### config.mk
export PLATFORM = sky130hd
export DESIGN_NAME = tmds_word_aligner
export DESIGN_NICKNAME = d
export VERILOG_FILES = /design/src/rtl/tmds_word_aligner.sv
export SDC_FILE = /design/constraint.sdc
export NUM_CORES = 1
export LEC_CHECK = 0
export ABC_AREA = 1
export CORE_MARGIN = 1
export CORE_UTILIZATION = 55
export CTS_BUF_LIST = sky130_fd_sc_hd__clkbuf_8
export DETAILED_ROUTE_END_ITERATION = 7
export PLACE_DENSITY = 0.76
export SLEW_MARGIN = 0
export SYNTH_ARGS = -nofsm -noshare
export SYNTH_HDL_FRONTEND = slang
export SYNTH_SLANG_ARGS = --single-unit
### constraint.sdc
create_clock -name i_clk -period 3.25 [get_ports i_clk]
set_clock_uncertainty 0.2 [all_clocks]
set_input_delay 0.65 -clock i_clk [delete_from_list [all_inputs] [get_ports i_clk]]
set_output_delay 0.65 -clock i_clk [all_outputs]
set_load 0.005 [all_outputs]
### src/rtl/tmds_word_aligner.sv
`default_nettype none
// ============================================================================
//  Module   : tmds_word_aligner
//  Purpose  : Recovers the 10-bit TMDS word boundary from an IDES10 stream by
//             hunting for DVI control tokens and emits aligned words plus a
//             decoded control-token flag. One instance per TMDS channel.
//  Revision : 1.0  initial release
// ============================================================================
module tmds_word_aligner #(
    parameter int CTRL_RUN      = 8,
    parameter int SEARCH_CYCLES = 4096,
    parameter int LOSS_CYCLES   = 4096
) (
    input  logic       i_clk,
    input  logic       i_rst,
    input  logic [9:0] i_data,
    output logic [9:0] o_data,
    output logic       o_ctrl_valid,
    output logic [1:0] o_ctrl,
    output logic       o_locked,
    output logic [3:0] o_offset
);

    localparam int RUN_W  = $clog2(CTRL_RUN) + 1;
    localparam int CYC_W  = $clog2(SEARCH_CYCLES) + 1;
    localparam int IDLE_W = $clog2(LOSS_CYCLES) + 1;

    localparam logic [RUN_W-1:0]  c_RUN_LAST  = RUN_W'(CTRL_RUN - 1);
    localparam logic [CYC_W-1:0]  c_CYC_LAST  = CYC_W'(SEARCH_CYCLES - 1);
    localparam logic [IDLE_W-1:0] c_IDLE_LAST = IDLE_W'(LOSS_CYCLES - 1);
    localparam logic [3:0]        c_OFF_MAX   = 4'd9;

    localparam logic [9:0] c_TOK_00 = 10'b1101010100;
    localparam logic [9:0] c_TOK_01 = 10'b0010101011;
    localparam logic [9:0] c_TOK_10 = 10'b0101010100;
    localparam logic [9:0] c_TOK_11 = 10'b1010101011;

    typedef enum logic [0:0] {
        ST_HUNT   = 1'b0,
        ST_LOCKED = 1'b1
    } state_t;

    state_t              r_state;
    logic [9:0]          r_cur;
    logic [9:0]          r_prev;
    logic [CYC_W-1:0]    r_cyc;
    logic [RUN_W-1:0]    r_run;
    logic [IDLE_W-1:0]   r_idle;

    logic [19:0]         w_win;
    logic [9:0]          w_aligned;
    logic                w_is_tok;
    logic [1:0]          w_tok_ctrl;

    // Older word sits in the low half so that bit 0 stays the earliest bit.
    always_comb begin
        w_win     = {r_cur, r_prev};
        w_aligned = w_win[9:0];
        for (int k = 1; k < 10; k++) begin
            if (o_offset == 4'(k)) begin
                w_aligned = w_win[k +: 10];
            end
        end
    end

    always_comb begin
        w_is_tok   = 1'b1;
        w_tok_ctrl = 2'b00;
        case (w_aligned)
            c_TOK_00: w_tok_ctrl = 2'b00;
            c_TOK_01: w_tok_ctrl = 2'b01;
            c_TOK_10: w_tok_ctrl = 2'b10;
            c_TOK_11: w_tok_ctrl = 2'b11;
            default: begin
                w_is_tok   = 1'b0;
                w_tok_ctrl = 2'b00;
            end
        endcase
    end

    always_ff @(posedge i_clk) begin
        if (i_rst) begin
            r_state      <= ST_HUNT;
            r_cur        <= '0;
            r_prev       <= '0;
            r_cyc        <= '0;
            r_run        <= '0;
            r_idle       <= '0;
            o_data       <= '0;
            o_ctrl_valid <= 1'b0;
            o_ctrl       <= 2'b00;
            o_locked     <= 1'b0;
            o_offset     <= 4'd0;
        end else begin
            r_cur        <= i_data;
            r_prev       <= r_cur;
            o_data       <= w_aligned;
            o_ctrl_valid <= w_is_tok;
            o_ctrl       <= w_tok_ctrl;

            case (r_state)
                ST_HUNT: begin
                    // Lock wins over a slip landing on the same cycle.
                    if (w_is_tok && (r_run == c_RUN_LAST)) begin
                        r_state  <= ST_LOCKED;
                        o_locked <= 1'b1;
                        r_idle   <= '0;
                        r_run    <= '0;
                        r_cyc    <= '0;
                    end else if (r_cyc == c_CYC_LAST) begin
                        o_offset <= (o_offset == c_OFF_MAX) ? 4'd0 : o_offset + 4'd1;
                        r_cyc    <= '0;
                        r_run    <= '0;
                    end else begin
                        r_cyc <= r_cyc + 1'b1;
                        r_run <= w_is_tok ? r_run + 1'b1 : '0;
                    end
                end
                ST_LOCKED: begin
                    if (w_is_tok) begin
                        r_idle <= '0;
                    end else if (r_idle == c_IDLE_LAST) begin
                        r_state  <= ST_HUNT;
                        o_locked <= 1'b0;
                        r_cyc    <= '0;
                        r_run    <= '0;
                        r_idle   <= '0;
                    end else begin
                        r_idle <= r_idle + 1'b1;
                    end
                end
                default: begin
                    r_state  <= ST_HUNT;
                    o_locked <= 1'b0;
                end
            endcase
        end
    end

endmodule
`default_nettype wire

# Yosys cells after proc, flatten, opt, wreduce, memory -nomap -nowiden
# Cells that the tools add are included.
# totals
in_bits	12
output_inout_bits	18
reg_bits	69
word_cells	76
# op_classes
reduce_logical	5
muxes	35
addsub	4
bitwise_logic	2
eq_ne	19
# op_table
op	n
13-bit 2-to-1 mux	7
10-bit 2-to-1 mux	9
13-bit case mux with 2 select lines	2
13-bit by 1-bit adder with 13-bit output (second input constant)	2
13-bit by 12-bit == test with 1-bit output (second input constant)	2
4-bit 2-to-1 mux	6
10-bit == test (second input constant)	2
4-bit by 3-bit == test with 1-bit output (second input constant)	5
10-bit by 8-bit == test with 1-bit output (second input constant)	1
10-bit by 9-bit == test with 1-bit output (second input constant)	1
4-bit by 1-bit adder with 4-bit output (second input constant)	2
4-bit by 2-bit == test with 1-bit output (second input constant)	2
4-bit == test (second input constant)	2
4-bit case mux with 2 select lines	1
1-bit 2-to-1 mux	7
2-bit case mux with 3 select lines	1
3-bit AND reduction	2
4-bit by 1-bit == test with 1-bit output (second input constant)	1
2-bit inequality test (second input constant)	2
1-bit case mux with 2 select lines	2
4-bit OR reduction	1
2-bit by 1-bit inequality test with 1-bit output (second input constant)	1
1-bit NOT	2
2-bit AND reduction	1
1-bit logical AND	1

# Depth between registers and ports, before layout
# depth
word_depth	17
ltp_mapped	23
depth_no_buf	23

# Worst setup path after synthesis
# OpenSTA, ideal clock, no wires.
# synth_timing
path_kind	reg2reg
start	reg o_offset[0]
end	reg r_cyc[7]
required_ns	2.918
path_buffers	2
period_less_slack_ns	2.534
t_arrival_ns	2.202
setup_slack_ns	0.716
setup_time_ns	0.132
path_stages_with_launch	22
path_cell_list	dfxtp_1 > inv_2 > nor2_4 > nand2_2 > buf_6 > nand2_1 > nand3_1 > nand2_1 > nand3_1 > nand3_1 > nand2_1 > nand2_1 > nand2_1 > a21oi_2 > inv_1 > nor2_2 > nand3_2 > nand2_4 > a21oi_4 > buf_6 > nand2_1 > a21oi_1
# synth_between
elab_chain_len	16
word_cells_on_any_way	29
classes_between	14 x eq/ne; 12 x mux; 3 x reduce/logical
# synth_rtl
element	line	text
start: declaration	21	output logic [3:0] o_offset
start signal: assignment	111	o_offset <= (o_offset == c_OFF_MAX) ? 4'd0 : o_offset + 4'd1;
4-bit by 1-bit == test with 1-bit output	60	if (o_offset == 4'(k)) begin
10-bit 2-to-1 mux (8 in series)	60	
10-bit 2-to-1 mux (*)	60	
10-bit == test (tied with other cells)	69	case (w_aligned)
4-bit OR reduction (no source line) (*)	-	
1-bit 2-to-1 mux (*)	69	
1-bit logical AND	104	if (w_is_tok && (r_run == c_RUN_LAST)) begin
13-bit 2-to-1 mux	104	
13-bit case mux with 2 select lines	101	case (r_state)
end signal: assignment	115	r_cyc <= r_cyc + 1'b1;
end: declaration	46	logic [CYC_W-1:0] r_cyc;
# Every way passes the cells marked *; elsewhere a longest branch is shown, timed or not.
# A chain may end at the register's enable or synchronous reset.

# Final worst setup path
# layout_timing
start	reg o_offset[2]
end	reg r_run[1]
# layout_between
elab_chain_len	17
word_cells_on_any_way	31
classes_between	14 x eq/ne; 14 x mux; 3 x reduce/logical
# layout_rtl
element	line	text
4-bit by 1-bit == test with 1-bit output	60	
10-bit 2-to-1 mux (8 in series)	60	
10-bit 2-to-1 mux (*)	60	
10-bit == test (tied with other cells)	69	
4-bit OR reduction (no source line) (*)	-	
1-bit 2-to-1 mux (*)	69	
4-bit 2-to-1 mux	116	r_run <= w_is_tok ? r_run + 1'b1 : '0;
4-bit 2-to-1 mux	110	end else if (r_cyc == c_CYC_LAST) begin
4-bit 2-to-1 mux	104	
4-bit case mux with 2 select lines	101	
end signal: assignment	116	
end: declaration	47	logic [RUN_W-1:0] r_run;
# Marked as above.

==> reports/results.ini <==
[worst_setup_path]
endpoint_kind=flip-flop
crit_arrival_ps=3030
cp-start-kind=flip-flop
crit_fanout=9
crit_chain=inv_1 -> nand2_2 -> nor2_4 -> buf_4 -> a21oi_1 -> nand2_1 -> nand3_1 -> nand3_1 -> nand2_1 -> nand2_1 -> nand2_1 -> a21oi_1 -> nand2_1 -> nor2_2 -> nand3_2 -> buf_4 -> nand3_4 -> nand2_4 -> nor2_8 -> nand2_1 -> o21ai_1
crit_family=simple AND/OR/NAND/NOR gates
worstPathRequired_ps=3310
critPathMostFrequentCell=nand2_1
slowest_delay_ps=360
cp_slowest_cell=dfxtp_1
path_class=flip-flop to flip-flop
path_buf_inv=3

[place]
portBuffers=29
hpwl_um=7349
dp_slack_ps=150.4
gp_congestion=0.9576

[cts]
cts_max_path_buffers=2
cts_buffers=9
cts_max_level=3
cts_tree=built
clkTransAtPathRegs_ps=80
cts-root-buf=clkbuf_8
clk_latency_ps=340
cts_sinks=69
cts_setup_buffers=0

[sta]
period_share_pct=91.21
final_max_slew_viol_count=0
finalSetupTns_ps=0
rsz0062_at_grt=false
setup_ws_ps=285.8
period_needed_ps=2964
worst_pin_slew_ps=602.6
finalHoldViolations=0
relSlewSlack_pct=59.83
fmax_mhz=337.4
setup_viol=0

[synthesis]
synth_top_family_by_area=simple AND/OR/NAND/NOR gates
synth_fa_ha_area_share_pct=0.9274
synth_mux_area_share_pct=0
synth_common_cells=163 x nand2_1, 91 x inv_1, 72 x nor2_1
synth_compound_area_share_pct=14.16
synth-async-reset-ratio_pct=0
syn_avg_cell_area_um2=6.324
ys_warn_count=0
synth_edf_count=0
synth_top_area_share_pct=34.13
synth_area_leaders=dfxtp_1 34%, nand2_1 15%, inv_1 8.4%
synth_ff_type=dfxtp_1
synthCells=640
syn-num-nets=655
yosysMostFrequentCell=nand2_1
ys_seq_area_share_pct=34.13
yosysTopAreaCell=dfxtp_1
netlist_area_um2=4048
ys_ff_latch=69
synthSimpleGateAreaFrac_pct=38.08
netlist-cell-type-count=36
synth_xor_area_share_pct=0.8655

[floorplanning]
start_util_pct=58.29
io_pins=30
die_w_um=87.79
dieArea_um2=7706
core_um2=6944
die_y_um=87.79
row_count=30

[routing]
drc=0
vias=4160
via_per_inst=5.368
postRouteAntennaNets=0
routed_wl_um=10190
detail_route.wl_per_cell_um=13.15
first_pass_iters=5
drtIter0Drc=227

[worst_hold_path]
hold_path.class=flip-flop to flip-flop

[final_layout]
finish.utilization_pct=67.28
drive_above_1_share_pct=10.46
nets=689
areaGrowthSynthToFinish_pct=15.43
n_antenna_cell=0

[global_route]
first_global_vias=3868
grt_max_degree=38
grt_usage_pct=28.67
overflow=0
antenna_found_initial=0
grt_pass1_wl_um=17350

[run]
cap_violations=0

[power_and_ir_drop]
power.leakage_nw=1.981
p_per_area_nw_per_um2=358.4
ir_drop_uv=303.8

[outcome]
status=completed

## area by class of cell
| type | instances | area, um^2 |
|---|---|---|
| well taps | 96 | 120.1 |
| fillers | 619 | 2272 |
| flip-flops and latches | 69 | 1384 |
| repair buffers | 44 | 397.9 |
| multi-input cells | 455 | 2211 |
| clock inverters | 5 | 51.30 |
| inverters | 95 | 356.6 |
| clock buffers | 11 | 151.4 |
## worst paths after layout
kind / slack, ps / end / cells past startpoint / startpoint
worst max-delay path: 290 / r_run[1] / 21 / o_offset[2]
worst min-delay path: 210 / r_prev[9] / 2 / r_cur[9]
worst max register to register: 290 / r_run[1] / 21 / o_offset[2]
worst min register to register: 210 / r_prev[9] / 2 / r_cur[9]
## report_power, final
group	switching [mW]	internal (mW)	total (mW)	leakage (nW)
sequential	0.0155	0.864	0.879	0.562
clock	0.306	0.391	0.697	0.112
combinational	0.0597	0.0392	0.0989	1.31
total	0.381	1.29	1.67	1.98
## tightest hold or removal path, cell delays in order, from the launching register on
cell	delay, ps
dfxtp_1	300
inv_1	40
nor2_1	30
## registers in the layout, indices dropped and copies added (netlist names)
name          flops
o_data           10
r_prev           10
o_locked          1
o_offset          4
o_ctrl            2
r_run             4
r_idle           13
r_state           1
r_cur            10
o_ctrl_valid      1
r_cyc            13
## per-layer routing
metal  GRT usage [%]  wire length [um]  vias to the layer above
met2           50.39              5130                      126
met4           11.33               227                        0
met1           34.49              4293                     1905
li1                -                 -                     2108
met3           5.278               542                       21
met5               0                 0                        -
## kinds of logic (layout without fill, tap and decap cells)
logic type / count (synthesis) / count (layout)
AO/OA/AOI/OAI: 105 / 106
buffers and inverters: 117 / 155
AND/OR/NAND/NOR: 342 / 342
adder cells (fa/ha/maj): 3 / 3
flip-flops: 69 / 69
XOR/XNOR: 4 / 4
## layout by cell type (no fill, tap or decap), drive strengths merged
master,n
a21oi,64
a31o,1
buf,16
bufinv,1
clkbuf,11
clkdlybuf4s50,28
clkinv,3
dfxtp,69
ha,3
inv,96
nand2,168
nand3,66
nand3b,2
nand4,12
nor2,80
nor3,7
nor4,1
o211ai,5
o21ai,33
o21bai,1
o22ai,2
or2,6
xor2,4
## through the flow
stage | instances | hold slack [ps] | instance area, um^2 | power (mW)
after floorplan | 640 | 188.3 | 4048 | 0.9535
final | 775 | 211.9 | 4672 | 1.675
after detailed placement | 758 | 198.4 | 4443 | 0.9960
after global placement | 758 | 194.3 | 4443 | 0.9950
after CTS | 774 | 209.3 | 4646 | 1.693
after global routing | 775 | 252.7 | 4672 | 1.747
## repair_timing
| action | 4_1_cts | 5_1_grt |
|---|---|---|
| endpoints found under the setup margin | 0 | 26 |
| resized for setup | 0 | 10 |
| hold buffers | 0 | 0 |
Note: power is estimated with default switching activity, not from simulation.
